===== src/rtl/object_detect_pkg.sv =====
// rtl/object_detect_pkg.sv - shared state encoding, default sizes and width helper for the object detector
package object_detect_pkg;

  typedef enum logic [1:0] {
    IDLE     = 2'd0,
    SCAN     = 2'd1,
    DETECTED = 2'd2
  } state_e;

  localparam int DEF_PIX_W    = 8;
  localparam int DEF_MAX_COLS = 640;
  localparam int DEF_MAX_ROWS = 480;

  // Index width for a counter covering 0..n-1, never narrower than one bit.
  function automatic int idx_width(input int n);
    return (n > 1) ? $clog2(n) : 1;
  endfunction

endpackage


===== src/rtl/object_detection_core_run_length_qualifier.sv =====
// rtl/object_detection_core_run_length_qualifier.sv - per-pixel hit test, run counter and line qualification
module run_length_qualifier
  import object_detect_pkg::*;
#(
  parameter int PIX_W   = DEF_PIX_W,
  parameter int COL_W   = 10,
  parameter int MIN_RUN = 3
) (
  input  logic             clk,
  input  logic             rst,
  input  logic             pix_en,
  input  logic             restart,
  input  logic             eol,
  input  logic [PIX_W-1:0] pix_data,
  input  logic [PIX_W-1:0] thresh,
  input  logic             polarity,
  input  logic [COL_W-1:0] col,
  output logic             line_qualified,
  output logic [COL_W-1:0] qual_col
);

  localparam int RUN_W = idx_width(MIN_RUN + 1);

  logic [RUN_W-1:0] run;
  logic [COL_W-1:0] run_start;
  logic             line_hit;
  logic [COL_W-1:0] hit_col;

  logic [RUN_W-1:0] run_prev;
  logic [RUN_W-1:0] run_next;
  logic             hit_prev;
  logic [COL_W-1:0] hit_col_prev;
  logic [COL_W-1:0] start_now;
  logic             hit;

  // A restarting sof pixel sees a clean line, so the current pixel is judged against zeroed history.
  always_comb begin
    run_prev     = restart ? '0 : run;
    hit_prev     = restart ? 1'b0 : line_hit;
    hit_col_prev = restart ? '0 : hit_col;
    hit          = polarity ? (pix_data < thresh) : (pix_data >= thresh);
    start_now    = (run_prev == '0) ? col : run_start;
    run_next     = '0;
    if (hit) begin
      run_next = (run_prev >= RUN_W'(MIN_RUN)) ? RUN_W'(MIN_RUN) : run_prev + RUN_W'(1);
    end
    line_qualified = hit_prev | (hit && (run_next == RUN_W'(MIN_RUN)));
    qual_col       = hit_prev ? hit_col_prev : start_now;
  end

  always_ff @(posedge clk) begin
    if (!rst) begin
      run       <= '0;
      run_start <= '0;
      line_hit  <= 1'b0;
      hit_col   <= '0;
    end else if (pix_en) begin
      if (eol) begin
        run      <= '0;
        line_hit <= 1'b0;
      end else begin
        run      <= run_next;
        line_hit <= line_qualified;
      end
      run_start <= start_now;
      hit_col   <= qual_col;
    end
  end

endmodule


===== src/rtl/object_detection_core.sv =====
// rtl/object_detection_core.sv - streaming detector: frame FSM, col/row/line counters and registered results
module object_detection_core
  import object_detect_pkg::*;
#(
  parameter int PIX_W     = DEF_PIX_W,
  parameter int MAX_COLS  = DEF_MAX_COLS,
  parameter int MAX_ROWS  = DEF_MAX_ROWS,
  parameter int MIN_RUN   = 3,
  parameter int MIN_LINES = 2,
  localparam int COL_W    = idx_width(MAX_COLS),
  localparam int ROW_W    = idx_width(MAX_ROWS)
) (
  input  logic             clk,
  input  logic             rst,
  input  logic             pix_valid,
  input  logic [PIX_W-1:0] pix_data,
  input  logic             sof,
  input  logic             eol,
  input  logic             eof,
  input  logic [PIX_W-1:0] thresh,
  input  logic             polarity,
  output logic             object_detected,
  output logic             detect_pulse,
  output logic [COL_W-1:0] obj_col,
  output logic [ROW_W-1:0] obj_row,
  output logic             frame_done,
  output logic             busy
);

  localparam int LC_W = idx_width(MIN_LINES + 1);

  localparam logic [1:0] S_IDLE = IDLE;
  localparam logic [1:0] S_SCAN = SCAN;
  localparam logic [1:0] S_DET  = DETECTED;

  logic [1:0]       state;
  logic [COL_W-1:0] col;
  logic [ROW_W-1:0] row;
  logic [LC_W-1:0]  line_cnt;

  logic             accept;
  logic             restart;
  logic [1:0]       state_cur;
  logic [1:0]       state_next;
  logic [COL_W-1:0] col_cur;
  logic [ROW_W-1:0] row_cur;
  logic [LC_W-1:0]  lc_cur;
  logic [LC_W-1:0]  lc_next;
  logic             detect;
  logic             line_qualified;
  logic [COL_W-1:0] qual_col;

  run_length_qualifier #(
    .PIX_W   (PIX_W),
    .COL_W   (COL_W),
    .MIN_RUN (MIN_RUN)
  ) u_rlq (
    .clk            (clk),
    .rst            (rst),
    .pix_en         (accept),
    .restart        (restart),
    .eol            (eol),
    .pix_data       (pix_data),
    .thresh         (thresh),
    .polarity       (polarity),
    .col            (col_cur),
    .line_qualified (line_qualified),
    .qual_col       (qual_col)
  );

  // sof is honoured in every state; it rewinds the frame position before the pixel is evaluated.
  always_comb begin
    accept    = pix_valid && (sof || (state != S_IDLE));
    restart   = pix_valid && sof;
    state_cur = sof ? S_SCAN : state;
    col_cur   = sof ? '0 : col;
    row_cur   = sof ? '0 : row;
    lc_cur    = sof ? '0 : line_cnt;
    lc_next   = '0;
    if (line_qualified) begin
      lc_next = (lc_cur >= LC_W'(MIN_LINES)) ? LC_W'(MIN_LINES) : lc_cur + LC_W'(1);
    end
    detect = accept && eol && line_qualified &&
             (lc_next == LC_W'(MIN_LINES)) && (state_cur == S_SCAN);
    state_next = state;
    if (accept) begin
      if (eof)         state_next = S_IDLE;
      else if (detect) state_next = S_DET;
      else             state_next = state_cur;
    end
  end

  always_ff @(posedge clk) begin
    if (!rst) begin
      state           <= S_IDLE;
      col             <= '0;
      row             <= '0;
      line_cnt        <= '0;
      object_detected <= 1'b0;
      detect_pulse    <= 1'b0;
      obj_col         <= '0;
      obj_row         <= '0;
      frame_done      <= 1'b0;
      busy            <= 1'b0;
    end else begin
      detect_pulse <= detect;
      frame_done   <= accept && eof;
      if (accept) begin
        state <= state_next;
        busy  <= (state_next != S_IDLE);
        if (eol) begin
          col      <= '0;
          row      <= (row_cur == ROW_W'(MAX_ROWS - 1)) ? row_cur : row_cur + ROW_W'(1);
          line_cnt <= lc_next;
        end else begin
          col      <= (col_cur == COL_W'(MAX_COLS - 1)) ? col_cur : col_cur + COL_W'(1);
          row      <= row_cur;
          line_cnt <= lc_cur;
        end
        object_detected <= detect | (object_detected & ~sof);
        if (detect) begin
          obj_col <= qual_col;
          obj_row <= row_cur;
        end
      end
    end
  end

endmodule


===== config.mk =====
export PLATFORM = sky130hd
export DESIGN_NAME = object_detection_core
export DESIGN_NICKNAME = d
export VERILOG_FILES = /design/src/rtl/object_detect_pkg.sv /design/src/rtl/object_detection_core_run_length_qualifier.sv /design/src/rtl/object_detection_core.sv
export SDC_FILE = /design/constraint.sdc
export NUM_CORES = 1
export LEC_CHECK = 0
export CAP_MARGIN = 20
export CORE_MARGIN = 2
export CORE_UTILIZATION = 59
export CTS_CLUSTER_DIAMETER = 200
export DETAILED_ROUTE_END_ITERATION = 8
export PLACE_DENSITY = 0.84
export SYNTH_ARGS = -nofsm -noshare
export SYNTH_HDL_FRONTEND = slang
export SYNTH_HIERARCHICAL = 1
export SYNTH_SLANG_ARGS = --single-unit

===== constraint.sdc =====
create_clock -name clk -period 5.4 [get_ports clk]
set_input_delay 0.54 -clock clk [delete_from_list [all_inputs] [get_ports clk]]
set_output_delay 0.54 -clock clk [all_outputs]
set_load 0.005 [all_outputs]

==> Word-level counts from Yosys, hierarchy flattened <==
Index checks and enable logic that the tools add are counted.
{ "totals": {"register_bits": 69, "latch_bits": 0, "mem_bits_rw": 0, "romBits": 0, "in_bits": 23, "out_inout_bits": 23, "word_cells": 68, "mem_count": 0} }
{ "op_classes": {"n_addsub": 4, "n_mul": 0, "div_mod_pow": 0, "n_lt_le_gt_ge": 4, "eq_ne": 5, "n_shift": 0, "muxes": 24, "bitwise_logic": 4, "n_reduce_logical": 13} }
{ "ops": {"columns": ["op", "n"], "rows": [
  ["$mux 10", 6],
  ["$mux 9", 3],
  ["$mux 2", 12],
  ["$add 10x1->10 const B", 1],
  ["$eq 10x10->1 const B", 1],
  ["$add 9x1->9 const B", 1],
  ["$eq 9x9->1 const B", 1],
  ["$ge 8x8->1", 1],
  ["$logic_and 1x1->1", 8],
  ["$lt 8x8->1", 1],
  ["$add 2x1->2 const B", 2],
  ["$eq 2x2->1 const B", 2],
  ["$ge 2x2->1 const B", 2],
  ["$reduce_bool 2->1", 2],
  ["$mux 1", 3],
  ["$eq 2x1->1 const B", 1],
  ["$logic_not 2->1", 1],
  ["$or 1x1->1", 2],
  ["$reduce_and 2->1", 1],
  ["$and 1x1->1", 1],
  ["$logic_or 1x1->1", 1],
  ["$not 1->1", 1]
]} }

==> Longest topological paths before layout <==
{ "depth": {"depth_word": 16, "depth_mapped": 12} }

==> Modules after synthesis <==
Netlist, hierarchy kept.
{ "by_module_without_submodules": {"columns": ["mod", "instances", "cells_per_inst", "area_per_inst_um2", "seq_area_each_um2"], "rows": [
  ["object_detection_core", 1, 271, 2279.7, 920.9],
  ["run_length_qualifier", 1, 158, 1368.8, 460.4]
]} }

==> Least setup slack after synthesis <==
Ideal clock, no wire load.
{ "synth_timing": {"kind": "input-to-reg", "start": "in sof", "end": "reg obj_row[3]", "setup_time_ns": 0.122, "arrival_ns": 2.735, "required_time_ns": 5.278, "slack_ns": 2.543, "stages": 12, "n_path_buf": 3, "cell_sequence": "clkbuf_1 nand2_1 clkbuf_1 inv_1 or2b_1 nor3b_1 a2111o_1 nand2_1 or4_1 clkbuf_1 nand2_1 a21boi_0"} }
{ "synth_via": {"elab_chain_len": 13, "word_cells_on_any_way": 26} }
{ "synth_lines": {"columns": ["element", "line", "source"], "rows": [
  ["start: declaration", "object_detection_core.sv:17", "input logic sof,"],
  ["$logic_and 1x1->1 *", "object_detection_core.sv:74", "restart = pix_valid && sof;"],
  ["named net restart", "object_detection_core.sv:42", "logic restart;"],
  ["$mux 2", "object_detection_core_run_length_qualifier.sv:38", "run_prev = restart ? '0 : run;"],
  ["$add 2x1->2 or $ge 2x2->1 (tied branches)", "object_detection_core_run_length_qualifier.sv:45", "run_next = (run_prev >= RUN_W'(MIN_RUN)) ? RUN_W'(MIN_RUN) : run_prev + RUN_W'(1);"],
  ["$mux 2", "object_detection_core_run_length_qualifier.sv:45", null],
  ["$mux 2", "object_detection_core_run_length_qualifier.sv:44", "if (hit) begin"],
  ["$eq 2x2->1", "object_detection_core_run_length_qualifier.sv:47", "line_qualified = hit_prev | (hit && (run_next == RUN_W'(MIN_RUN)));"],
  ["$logic_and 1x1->1", "object_detection_core_run_length_qualifier.sv:47", null],
  ["$or 1x1->1 *", "object_detection_core_run_length_qualifier.sv:47", null],
  ["named net line_qualified", "object_detection_core.sv:50", "logic line_qualified;"],
  ["$mux 2", "object_detection_core.sv:80", "if (line_qualified) begin"],
  ["$eq 2x2->1", "object_detection_core.sv:84", "(lc_next == LC_W'(MIN_LINES)) && (state_cur == S_SCAN);"],
  ["$logic_and 1x1->1 *", "object_detection_core.sv:83", "detect = accept && eol && line_qualified &&"],
  ["$logic_and 1x1->1 *", "object_detection_core.sv:84", null],
  ["$reduce_and 2->1 (no source line) *", null, null],
  ["end signal: assignment", "object_detection_core.sv:123", "obj_row <= row_cur;"],
  ["end: declaration", "object_detection_core.sv:25", "output logic [ROW_W-1:0] obj_row,"]
]} }
The timed path passes the listed nets; every way through them passes the cells marked *.
A chain may end at the register's enable or synchronous reset.

==> Worst setup path in the final report <==
{ "layout_timing": {"start": "in sof", "end": "reg state[1]"} }
{ "layout_via": {"elab_chain_len": 15, "word_cells_on_any_way": 27} }
{ "layout_lines": {"columns": ["element", "line", "source"], "rows": [
  ["$logic_and 1x1->1 *", "object_detection_core.sv:74", null],
  ["named net restart", "object_detection_core.sv:42", null],
  ["$mux 2", "object_detection_core_run_length_qualifier.sv:38", null],
  ["$add 2x1->2 or $ge 2x2->1 (tied branches)", "object_detection_core_run_length_qualifier.sv:45", null],
  ["$mux 2", "object_detection_core_run_length_qualifier.sv:45", null],
  ["$mux 2", "object_detection_core_run_length_qualifier.sv:44", null],
  ["$eq 2x2->1", "object_detection_core_run_length_qualifier.sv:47", null],
  ["$logic_and 1x1->1", "object_detection_core_run_length_qualifier.sv:47", null],
  ["$or 1x1->1 *", "object_detection_core_run_length_qualifier.sv:47", null],
  ["named net line_qualified", "object_detection_core.sv:50", null],
  ["$mux 2", "object_detection_core.sv:80", null],
  ["$eq 2x2->1", "object_detection_core.sv:84", null],
  ["$logic_and 1x1->1 *", "object_detection_core.sv:83", null],
  ["$logic_and 1x1->1 *", "object_detection_core.sv:84", null],
  ["$mux 2 *", "object_detection_core.sv:88", "else if (detect) state_next = S_DET;"],
  ["$mux 2 *", "object_detection_core.sv:87", "if (eof) state_next = S_IDLE;"],
  ["$mux 2 *", "object_detection_core.sv:86", "if (accept) begin"],
  ["end signal: assignment", "object_detection_core.sv:109", "state <= state_next;"],
  ["end: declaration", "object_detection_core.sv:36", "logic [1:0] state;"]
]} }
Marked as above.

==> impl_results.md <==
- Status: finished, final reports clean
- Cell Rows: 28
- Critical path's slowest cell: or4_1
- Synth async-reset ratio: 0%
- H-tree levels: 3
- Slew Viols, Final: 0
- Routability Congestion: 0.926
- Clk sinks: 69
- Top FF cell, synth: dfxtp_1
- Mean Syn Cell Area: 8.50 um^2
- Detailed Routing Iterations Pass 1: 4
- Area leader, netlist: dfxtp_1
- Largest net degree at the start of global routing: 53
- Crit-path max cell delay: 0.82 ns
- Die height: 82.6 um
- # port buffers: 45
- Synth top area cells: dfxtp_1 38%, nand2_1 9.9%, a21boi_0 7.4%, mux2i_1 6.6%, nor2b_1 4.5%
- ANT cells: 0
- Startpoint Class: input port
- Gr ovfl total: 0
- Initial DRC Count: 185
- WL final: 8.33 mm
- Max-Cap Viols: 0
- GRT Total Usage: 25.7%
- Chip Width: 82.6 um
- Core area: 5960 um^2
- Arrival @ worst endpoint: 3.73 ns
- Post-Route Setup TNS: 0 ns
- Syn Inst Count: 429
- Hold_ws: 0.465 ns
- Vias per cell: 5.78
- Number of flops mapped to enable cells by yosys: 0
- Hold buffers post-CTS: 0
- CTS tree: done
- Fraction of layout cells with a size suffix above 1: 7.02%
- Required @ worst endpoint: 5.69 ns
- DP HPWL: 5.85 mm
- Antenna-violating nets left: 0
- Final count of hold timing violations: 0
- Area of the die: 6830 um^2
- Routed len/inst: 15.3 um
- Design area: 4370 um^2
- Ports: 46
- Initial Util: 61.3%
- CP Class: input port to register
- Postcts setup bufs: 0
- Vias: 3148
- Most common cell on crit path: nand2_1
- Setup Skew: 0.00921 ns
- Sequential cell area: 1380 um^2
- Post-route DRC: 0
- Initial antenna violation count: 0
- Root Driver: clkbuf_8
- Syn nets: 462
- Final net count: 498
- Crit end category: register
- Min Clock Period, post-route: 3.44 ns
- Post-cts sizing count: 0
- Hold WC Path Type: register to register
- Synth cell types: 62
- CP cell instances: clkdlybuf4s50_1 > buf_4 > nand2_1 > inv_1 > or2b_1 > nor3b_1 > a2111o_1 > nand2_1 > or4_1 > o21ai_0 > and2_1
- Multi-input gate area: 2090 um^2
- Seq cells post-synth: 69
- Least-Margin Pin Slew: 0.787 ns
- Clock Path Buffers: 2
- Cell Area, Synth: 3650 um^2
- Finished Layout Cells: 545
- Fillers: 465
- Crit path max fanout: 35
- Max-slew headroom at the worst pin: 47.5%
- Placed Instances: 529
- Peak supply drop: 0.235 mV
- Seq/Total Area, Yosys: 37.9%
- Final period utilization: 63.7%
- PwrDens: 266 nW/um^2
- Final setup vio count: 0
- CTS buffer count: 9
- Global-route wire length before repair: 13.2 mm
- Leakage: 1.67 nW
- Worst-path clk slew: 0.08 ns
- Fmax: 291 MHz
- RSZ-0062 raised after global routing: no
- Share of the synthesized area in the top cell type: 37.9%
- Post-Place Cell Area: 4100 um^2
- Yosys warns: 6
- Layout area overhead: 19.8%
- Clock Latency Late Sink: 0.35 ns
- Vias in the first global route: 2780
[critical path: cells and delay by family]
| kind | cells | cell delay, ns |
|---|---|---|
| AO/OA/AOI/OAI | 2 | 0.46 |
| AND/OR/NAND/NOR | 6 | 1.90 |
| buffers and inverters | 3 | 0.81 |
[cell families after synthesis]
kind of cell             after synthesis  share of synthesized area [%]
multiplexers                          25                           6.89
AND/OR/NAND/NOR                      193                           26.9
AO/OA/AOI/OAI                         91                           19.2
XOR/XNOR                               3                          0.720
flip-flops                            69                           37.9
adder cells (fa/ha/maj)               10                           3.43
buffers and inverters                 38                           4.97
[state kept, by name, indices dropped and copies added (netlist names)]
signal and count:
col 10, obj_col 10, u_rlq/hit_col 10, u_rlq/run_start 10, obj_row 9, row 9
line_cnt 2, state 2, u_rlq/run 2, busy 1, detect_pulse 1, frame_done 1
object_detected 1, u_rlq/line_hit 1
[synth_stat cells, types with 2 or more instances]
library cell	n
a21boi_0	36
a21o_1	3
a21oi_1	4
a22o_1	3
a32o_1	3
and2_1	7
and3_1	4
and4b_1	2
buf_2	4
buf_6	4
clkbuf_1	15
dfxtp_1	69
ha_1	10
inv_1	13
mux2i_1	24
nand2_1	96
nand2b_1	2
nand3_1	7
nand3b_1	11
nand4_1	9
nor2_1	11
nor2b_1	26
nor3_1	3
nor3b_1	2
nor4_1	3
o211a_1	2
o21a_1	2
o21ai_0	12
o21ai_1	7
or3_1	2
xnor2_1	2
[metal layers]
metal	share of wire (%)	vias to the layer above	global-route usage (%)
met4	2.8	0	12.8
met5	0	-	0
met3	5.9	19	4.35
met1	46	1441	34.0
met2	45	120	40.5
li1	-	1568	-
[worst paths after layout]
path,start,to,slack (ns),depth (start not counted)
worst min-delay path,u_rlq/run_start[3]$_SDFFE_PN0P_,u_rlq/run_start[3]$_SDFFE_PN0P_,0.47,2
worst min register to register,u_rlq/run_start[3]$_SDFFE_PN0P_,u_rlq/run_start[3]$_SDFFE_PN0P_,0.47,2
worst max-delay path,sof,state[1]$_SDFFE_PN0N_,1.96,11
worst max register to register,u_rlq/run[1]$_SDFFE_PN0P_,state[1]$_SDFFE_PN0N_,2.97,7
[report_power, final]
part           internal, W  total [W]  switching (W)  leakage (nW)
Combinational    0.0000413  0.0000876      0.0000463         0.980
Clock             0.000357   0.000563       0.000206         0.134
Sequential        0.000511   0.000513     0.00000218         0.556
Total             0.000909    0.00116       0.000255          1.67
[cell usage in the layout (no fill, tap or decap), types with 11 or more instances in the layout]
cell type        instances
nand2_1                 96
dfxtp_1                 69
clkdlybuf4s50_1         45
a21boi_0                36
nor2b_1                 26
mux2i_1                 24
inv_1                   13
o21ai_0                 12
nand3b_1                11
nor2_1                  11
[metrics by stage]
stage	util (%)	worst slack [ns]	power, W
after CTS	73.4	1.98	0.00117
after detailed placement	68.8	1.62	0.000612
final	73.4	1.96	0.00116
after global routing	73.4	1.62	0.00120
after floorplan	-	2.54	0.000581
after global placement	68.8	1.72	0.000609
[cell type report]
class | count | share of cell area [%]
clock inverter | 7 | 3.35
timing repair buffer | 49 | 11.0
multi-input combinational | 322 | 47.9
sequential | 69 | 31.6
clock buffer | 9 | 2.83
tap | 75 | 2.15
inverter | 14 | 1.20
No activity file was read; power rests on OpenSTA's default activity.
